[src/rtl/eth_tx_arb_pkg.sv]
// Shared types and helpers for the Ethernet TX frame arbiter and its RX-side sibling.
package eth_tx_arb_pkg;

    typedef enum logic [1:0] {
        ARB_IDLE = 2'd0,
        ARB_PASS = 2'd1,
        ARB_DROP = 2'd2
    } arb_state_e;

    // Bits needed to count 0..value-1, never less than one.
    function automatic int clog2(input int value);
        int result;
        result = 0;
        while ((1 << result) < value) begin
            result++;
        end
        return (result < 1) ? 1 : result;
    endfunction

endpackage

[src/rtl/eth_tx_frame_arbiter_if.sv]
// Byte-wide multi-source AXI-Stream bundle in front of the single MAC TX port.
interface eth_tx_frame_arbiter_if #(
    parameter int C_NUM_SOURCES = 2
);
    logic [8*C_NUM_SOURCES-1:0] s_axis_tdata;
    logic [C_NUM_SOURCES-1:0]   s_axis_tvalid;
    logic [C_NUM_SOURCES-1:0]   s_axis_tlast;
    logic [C_NUM_SOURCES-1:0]   s_axis_tuser;
    logic [C_NUM_SOURCES-1:0]   s_axis_tready;
    logic [7:0]                 m_axis_tdata;
    logic                       m_axis_tvalid;
    logic                       m_axis_tlast;
    logic                       m_axis_tuser;
    logic                       m_axis_tready;

    modport master (
        output s_axis_tdata, s_axis_tvalid, s_axis_tlast, s_axis_tuser, m_axis_tready,
        input  s_axis_tready, m_axis_tdata, m_axis_tvalid, m_axis_tlast, m_axis_tuser
    );

    modport slave (
        input  s_axis_tdata, s_axis_tvalid, s_axis_tlast, s_axis_tuser, m_axis_tready,
        output s_axis_tready, m_axis_tdata, m_axis_tvalid, m_axis_tlast, m_axis_tuser
    );
endinterface

[src/rtl/rr_pick.sv]
// Combinational round-robin priority encoder: first set request after `last`, wrapping.
module rr_pick
    import eth_tx_arb_pkg::*;
#(
    parameter int N     = 2,
    parameter int IDX_W = clog2(N)
) (
    input  logic [N-1:0]     req,
    input  logic [IDX_W-1:0] last,
    output logic [IDX_W-1:0] idx,
    output logic             found
);
    int cand;

    always_comb begin
        idx   = '0;
        found = 1'b0;
        cand  = 0;
        // k = N revisits `last` itself, so a lone requester can win back to back.
        for (int k = 1; k <= N; k++) begin
            cand = (int'(last) + k) % N;
            if (!found && req[IDX_W'(cand)]) begin
                found = 1'b1;
                idx   = IDX_W'(cand);
            end
        end
    end
endmodule

[src/rtl/eth_tx_frame_arbiter.sv]
// Frame-granular round-robin arbiter sharing the MAC TX AXI-Stream port between byte sources.
// state | meaning
// IDLE  | no owner; pick next requester after `last`
// PASS  | owner's stream passed straight through to the MAC
// DROP  | frame hit C_MAX_LEN; swallow owner's bytes up to its tlast
module eth_tx_frame_arbiter
    import eth_tx_arb_pkg::*;
#(
    parameter int C_NUM_SOURCES = 2,
    parameter int C_MAX_LEN     = 1522
) (
    input  logic                     gtx_clk,
    input  logic                     gtx_rst_n,
    eth_tx_frame_arbiter_if.slave    bus,
    output logic [C_NUM_SOURCES-1:0] grant,
    output logic                     trunc_pulse
);
    localparam int IDX_W = clog2(C_NUM_SOURCES);
    localparam int LEN_W = clog2(C_MAX_LEN + 1);

    localparam logic [1:0] ST_IDLE = 2'(ARB_IDLE);
    localparam logic [1:0] ST_PASS = 2'(ARB_PASS);
    localparam logic [1:0] ST_DROP = 2'(ARB_DROP);

    localparam logic [IDX_W-1:0]         LAST_RST  = IDX_W'(C_NUM_SOURCES - 1);
    localparam logic [LEN_W-1:0]         LEN_TRUNC = LEN_W'(C_MAX_LEN - 1);
    localparam logic [LEN_W-1:0]         LEN_SAT   = LEN_W'(C_MAX_LEN);
    localparam logic [C_NUM_SOURCES-1:0] GRANT_ONE = C_NUM_SOURCES'(1);

    logic [1:0]       state;
    logic [IDX_W-1:0] sel;
    logic [IDX_W-1:0] last;
    logic [IDX_W-1:0] pick_idx;
    logic             pick_found;
    logic [LEN_W-1:0] len;
    logic [7:0]       src_data [C_NUM_SOURCES];
    logic             src_valid;
    logic             src_last;
    logic             src_user;
    logic             at_max;
    logic             mac_beat;

    rr_pick #(
        .N     (C_NUM_SOURCES),
        .IDX_W (IDX_W)
    ) u_pick (
        .req   (bus.s_axis_tvalid),
        .last  (last),
        .idx   (pick_idx),
        .found (pick_found)
    );

    always_comb begin
        for (int i = 0; i < C_NUM_SOURCES; i++) begin
            src_data[i] = bus.s_axis_tdata[8*i +: 8];
        end
    end

    assign src_valid = bus.s_axis_tvalid[sel];
    assign src_last  = bus.s_axis_tlast[sel];
    assign src_user  = bus.s_axis_tuser[sel];
    assign at_max    = (len == LEN_TRUNC);
    assign mac_beat  = bus.m_axis_tvalid && bus.m_axis_tready;

    // Zero-latency mux; m_axis_tvalid depends only on state and the source, never on MAC ready.
    always_comb begin
        bus.m_axis_tdata  = 8'h00;
        bus.m_axis_tvalid = 1'b0;
        bus.m_axis_tlast  = 1'b0;
        bus.m_axis_tuser  = 1'b0;
        bus.s_axis_tready = '0;
        if (state == ST_PASS) begin
            bus.m_axis_tdata       = src_data[sel];
            bus.m_axis_tvalid      = src_valid;
            bus.m_axis_tlast       = src_last | at_max;
            bus.m_axis_tuser       = src_user | (at_max & ~src_last);
            bus.s_axis_tready[sel] = bus.m_axis_tready;
        end else if (state == ST_DROP) begin
            bus.s_axis_tready[sel] = 1'b1;
        end
    end

    always_ff @(posedge gtx_clk or negedge gtx_rst_n) begin
        if (!gtx_rst_n) begin
            state       <= ST_IDLE;
            sel         <= '0;
            last        <= LAST_RST;
            len         <= '0;
            grant       <= '0;
            trunc_pulse <= 1'b0;
        end else begin
            trunc_pulse <= 1'b0;
            case (state)
                ST_IDLE: begin
                    if (pick_found) begin
                        sel   <= pick_idx;
                        last  <= pick_idx;
                        grant <= GRANT_ONE << pick_idx;
                        len   <= '0;
                        state <= ST_PASS;
                    end
                end
                ST_PASS: begin
                    if (mac_beat) begin
                        if (len != LEN_SAT) begin
                            len <= len + 1'b1;
                        end
                        if (src_last) begin
                            state <= ST_IDLE;
                            grant <= '0;
                        end else if (at_max) begin
                            state       <= ST_DROP;
                            trunc_pulse <= 1'b1;
                        end
                    end
                end
                ST_DROP: begin
                    if (src_valid && src_last) begin
                        state <= ST_IDLE;
                        grant <= '0;
                    end
                end
                default: begin
                    state <= ST_IDLE;
                    grant <= '0;
                end
            endcase
        end
    end
endmodule

[src/flat_wrapper.sv]
// flat-port wrapper written by rule: the top's interface ports become plain ports
module eth_tx_frame_arbiter_flat import eth_tx_arb_pkg::*;
#(
    parameter int C_NUM_SOURCES = 2,
    parameter int C_MAX_LEN     = 1522
)
  (gtx_clk, gtx_rst_n, grant, trunc_pulse, bus_s_axis_tdata, bus_s_axis_tvalid, bus_s_axis_tlast, bus_s_axis_tuser, bus_m_axis_tready, bus_s_axis_tready, bus_m_axis_tdata, bus_m_axis_tvalid, bus_m_axis_tlast, bus_m_axis_tuser);
  eth_tx_frame_arbiter_if #(.C_NUM_SOURCES(C_NUM_SOURCES)) bus_i ();
  input  logic gtx_clk;
  input  logic gtx_rst_n;
  output logic [C_NUM_SOURCES-1:0] grant;
  output logic trunc_pulse;
  input wire logic [$bits(bus_i.s_axis_tdata)-1:0] bus_s_axis_tdata;
  input wire logic [$bits(bus_i.s_axis_tvalid)-1:0] bus_s_axis_tvalid;
  input wire logic [$bits(bus_i.s_axis_tlast)-1:0] bus_s_axis_tlast;
  input wire logic [$bits(bus_i.s_axis_tuser)-1:0] bus_s_axis_tuser;
  input wire logic [$bits(bus_i.m_axis_tready)-1:0] bus_m_axis_tready;
  output wire logic [$bits(bus_i.s_axis_tready)-1:0] bus_s_axis_tready;
  output wire logic [$bits(bus_i.m_axis_tdata)-1:0] bus_m_axis_tdata;
  output wire logic [$bits(bus_i.m_axis_tvalid)-1:0] bus_m_axis_tvalid;
  output wire logic [$bits(bus_i.m_axis_tlast)-1:0] bus_m_axis_tlast;
  output wire logic [$bits(bus_i.m_axis_tuser)-1:0] bus_m_axis_tuser;
  assign bus_i.s_axis_tdata = bus_s_axis_tdata;
  assign bus_i.s_axis_tvalid = bus_s_axis_tvalid;
  assign bus_i.s_axis_tlast = bus_s_axis_tlast;
  assign bus_i.s_axis_tuser = bus_s_axis_tuser;
  assign bus_i.m_axis_tready = bus_m_axis_tready;
  assign bus_s_axis_tready = bus_i.s_axis_tready;
  assign bus_m_axis_tdata = bus_i.m_axis_tdata;
  assign bus_m_axis_tvalid = bus_i.m_axis_tvalid;
  assign bus_m_axis_tlast = bus_i.m_axis_tlast;
  assign bus_m_axis_tuser = bus_i.m_axis_tuser;
  eth_tx_frame_arbiter #(.C_NUM_SOURCES(C_NUM_SOURCES), .C_MAX_LEN(C_MAX_LEN)) u_core (.gtx_clk(gtx_clk), .gtx_rst_n(gtx_rst_n), .bus(bus_i), .grant(grant), .trunc_pulse(trunc_pulse));
endmodule
[config.mk]
export PLATFORM = sky130hd
export DESIGN_NAME = eth_tx_frame_arbiter_flat
export DESIGN_NICKNAME = d
export VERILOG_FILES = /design/src/rtl/eth_tx_arb_pkg.sv /design/src/rtl/eth_tx_frame_arbiter_if.sv /design/src/rtl/rr_pick.sv /design/src/rtl/eth_tx_frame_arbiter.sv /design/src/flat_wrapper.sv
export SDC_FILE = /design/constraint.sdc
export NUM_CORES = 1
export LEC_CHECK = 0
export ABC_AREA = 1
export CAP_MARGIN = 20
export CORE_MARGIN = 10
export CORE_UTILIZATION = 42
export CTS_CLUSTER_DIAMETER = 80
export CTS_CLUSTER_SIZE = 10
export DETAILED_ROUTE_END_ITERATION = 7
export GPL_ROUTABILITY_DRIVEN = 0
export HOLD_SLACK_MARGIN = 0.03
export PLACE_DENSITY = 0.76
export REMOVE_ABC_BUFFERS = 1
export SLEW_MARGIN = 20
export SYNTH_ARGS = -nofsm -noshare
export SYNTH_HDL_FRONTEND = slang
export SYNTH_SLANG_ARGS = --single-unit
[constraint.sdc]
create_clock -name gtx_clk -period 1.55 [get_ports gtx_clk]
set_clock_uncertainty 0.05 [all_clocks]
set_input_delay 0.2325 -clock gtx_clk [delete_from_list [all_inputs] [get_ports gtx_clk]]
set_output_delay 0.2325 -clock gtx_clk [all_outputs]
set_load 0.01 [all_outputs]
==> results.md, run 1 <==
- Grt ovf: 0
- Commonest cells in the netlist: nand2_1 (78), nor2_1 (26), inv_1 (22)
- Final setup fails: 27
- Number of synthesized flops with an enable pin: 0
- P per Cell Area: 1540 nW/um^2
- CP cell instances: buf_4 -> inv_2 -> ha_1 -> nand2_1 -> nor2_1 -> nand3_1 -> nand2_2 -> nor2_4 -> buf_12 -> nand2_1 -> o21ai_2
- DP HPWL: 3110 um
- Most frequent cell after synthesis: nand2_1
- First-pass GRT wire length: 7160 um
- Startpoint Class: flop
- Vias per inst: 5.17
- Netlist Area Pre-Place: 1300 um^2
- Hold Slack: 0.190 ns
- Gr usage total: 0.159
- Initial Utilization: 0.433
- Chip height: 75.7 um
- Family with the most delay on the worst path: simple AND/OR/NAND/NOR gates
- NetSw: 1.66 mW
- Layout area overhead: 81.2%
- Async set-or-reset flop fraction in the synthesized netlist: 1.00
- Fin crit period: 1.82 ns
- Syn_area_per_cell: 6.41 um^2
- Worst min path class: primary input to async pin
- Failing checks: negative setup slack
- Routed Antenna Nets: 0
- DRC viols: 0
- Final Max Slew Viols: 0
- Diode count: 0
- Internal power: 1.98 mW
- Via count: 1728
- Net Sw Frac: 0.457
- 1st-iter DRT viols: 166
- CTS tree: yes
- Filler cells: 176
- Clk_lat worst skew: 0.31 ns
- WP buf/inv: 3
- Power Total: 3.64 mW
- Status: complete, but fails checks
- Synth unique cells: 22
- Dpl ws: -0.407 ns
- Ys Warns: 0
- CP Data Required Time: 1.71 ns
- Die span in x: 75.7 um
- Measured slew at the worst slew-check pin: 0.305 ns
- Max-cap violations: 0
- # clock sinks: 18
- Worst r2r src: u_core.len[0]$_DFFE_PN0P_
- LEAKAGE: 1.21 nW
- Total CTS buffers: 3
- WP data arrival: 1.98 ns
- Most frequent CP cell: nand2_1
- Initial antenna violation count: 0
- CORE AREA: 3000 um^2
- Worst-path clk slew: 0.12 ns
- Final core utilization: 0.785
- Post-Synthesis Cells: 203
- Worst Reg-to-Reg Cells: 11
- Pin count of the biggest net entering global routing: 19
- Setup WS post-layout: -0.270 ns
- Routed length per instance: 16.5 um
- Max stage delay on crit path: 0.44 ns
- Final instance area: 2360 um^2
- Max Root-Sink Buffers: 2
- Seq/Total Area, Yosys: 0.347
- Main synth FF type: dfrtp_1
- Placed cell area: 2040 um^2
- RR Endpoint: u_core.len[8]$_DFFE_PN0P_
- Fin crit share: 1.17
- Comb pwr share: 0.730
- First-pass iteration count of the detailed router: 5
- Flops & latches, synth: 18
- Top cells by area, synth: dfrtp_1 (33%), nand2_1 (22%), nor2_1 (7.5%), inv_1 (6.3%), nand3_1 (5.0%)
- Yosys top cell area share: 0.327
- Vias in the first global route: 1597
- Area leader, netlist: dfrtp_1
- Critical path depth: 11
- Final Hold Fails: 0
- Clk root buf: clkbuf_4
- Sequential Power Share: 0.184
- Crit-path slowest cell: dfrtp_1
- # rows: 20
- Achievable frequency: 550 MHz
- Input/output buffers: 40
- CP Capture Type: flop
- Final layout net count: 330
- IO Count: 41
- Crit path kind: flop to flop
- Worst vdd rail ir drop: 1.03 mV
- Critical path peak fanout: 17
- Clock share of power: 0.086
- Share of cells above drive strength 1: 0.435
- Die ar.: 5720 um^2
- Rel. slew slack: 0.796
- H-Tree Depth: 1
- Reg2reg setup slack: -0.27 ns
- RSZ-0062 raised after global routing: yes
- Detailed Route WL: 5500 um
[metrics by stage]
stage,cells,setup TNS [ns]
floorplan,198,-0.376
global placement,312,-4.90
detailed placement,312,-5.05
CTS,327,-2.26
global route,334,-6.58
finish,334,-4.62
[sequential cells by signal, indices dropped and copies added (netlist names)]
signal and count:
u_core.len 11, u_core.sel 1, u_core.trunc_pulse 1, u_core.grant 2
u_core.state 2, u_core.last 1
[worst max-delay path by stage]
stage	slack [ns]	to	start
after global placement	-0.40	bus_m_axis_tuser	bus_s_axis_tlast[1]
after global routing	-0.37	u_core.len[8]$_DFFE_PN0P_	u_core.len[0]$_DFFE_PN0P_
after detailed placement	-0.41	bus_m_axis_tuser	bus_s_axis_tlast[1]
final	-0.27	u_core.len[8]$_DFFE_PN0P_	u_core.len[0]$_DFFE_PN0P_
after floorplan	-0.05	u_core.len[8]$_DFFE_PN0P_	u_core.sel$_DFFE_PN0P_
after CTS	-0.18	bus_m_axis_tuser	u_core.len[1]$_DFFE_PN0P_
[final cells by class]
cell class                      count  area, um^2  share of cell area
Inverter                           25        96.3              0.0408
Multi-Input combinational cell    155         880               0.373
Sequential cell                    18         454               0.193
Clock buffer                        4        36.3              0.0154
Timing Repair Buffer               99         851               0.361
Tap cell                           33        41.3              0.0175
[cells in the final DEF, fill, tap and decap left out]
cell             count
o21ai_0              1
a21oi_4              1
dfrtp_1             15
nor2_1              20
buf_16               1
clkbuf_4             3
nand2_2             11
nor2_2               4
xor2_1               3
ha_1                 2
o21ai_2              6
nand3_1             13
buf_4               49
nand4_1              5
nand2_1             65
buf_8                1
nand2_4              6
inv_4                1
buf_6                8
a21oi_2              9
clkdlybuf4s50_1     27
buf_2               12
nor2_4               4
or2_4                1
ha_4                 1
clkbuf_8             1
buf_12               1
dfrtp_2              2
dfstp_2              1
a21oi_1              1
xnor2_1              1
a31oi_1              1
inv_1               16
inv_2                8
[cells by family after synthesis]
group | Yosys count | synth area share
simple gates | 129 | 0.415
buf+inv | 30 | 0.0933
compound gates | 19 | 0.0885
flops | 18 | 0.347
xor+xnor | 4 | 0.0269
fa+ha+maj | 3 | 0.0288
[per-layer routing]
metal	vias up	track usage	share of wire
met5	-	0	0
met4	0	0.0515	0.023
met3	15	0.0286	0.056
met2	84	0.277	0.55
met1	804	0.191	0.38
li1	825	-	-
[what timing repair did]
action | CTS | global route
cloned | 1 | 0
pin swaps | 11 | 10
buffers inserted | 11 | 8
hold buffers | 0 | 0
setup endpoints to repair | 27 | 28
gates resized for setup | 86 | 30
[power groups by stage]
stage	combinational [mW]	sequential [mW]	clock, mW
floorplan	0.879	0.684	0
global placement	2.00	0.647	0
detailed placement	2.02	0.650	0
CTS	2.21	0.657	0.307
global route	2.82	0.676	0.333
finish	2.65	0.669	0.313
[worst reg2reg max path: cells and delay by family (launching register included)]
| kind | cells | cell delay (ns) |
|---|---|---|
| flops | 1 | 0.44 |
| fa+ha+maj | 1 | 0.15 |
| buf+inv | 3 | 0.38 |
| simple gates | 6 | 0.66 |
| compound gates | 1 | 0.06 |
Note: power is estimated with default switching activity, not from simulation.
==> inputs of run 2 (changes only) <==
--- a/config.mk
+++ b/config.mk
@@ -16,7 +16,6 @@
 export HOLD_SLACK_MARGIN = 0.03
 export PLACE_DENSITY = 0.76
 export REMOVE_ABC_BUFFERS = 1
-export SLEW_MARGIN = 20
 export SYNTH_ARGS = -nofsm -noshare
 export SYNTH_HDL_FRONTEND = slang
 export SYNTH_SLANG_ARGS = --single-unit
==> results of run 2 <==
Same layout as run 1: the final DEF is identical, and so are final timing and power.
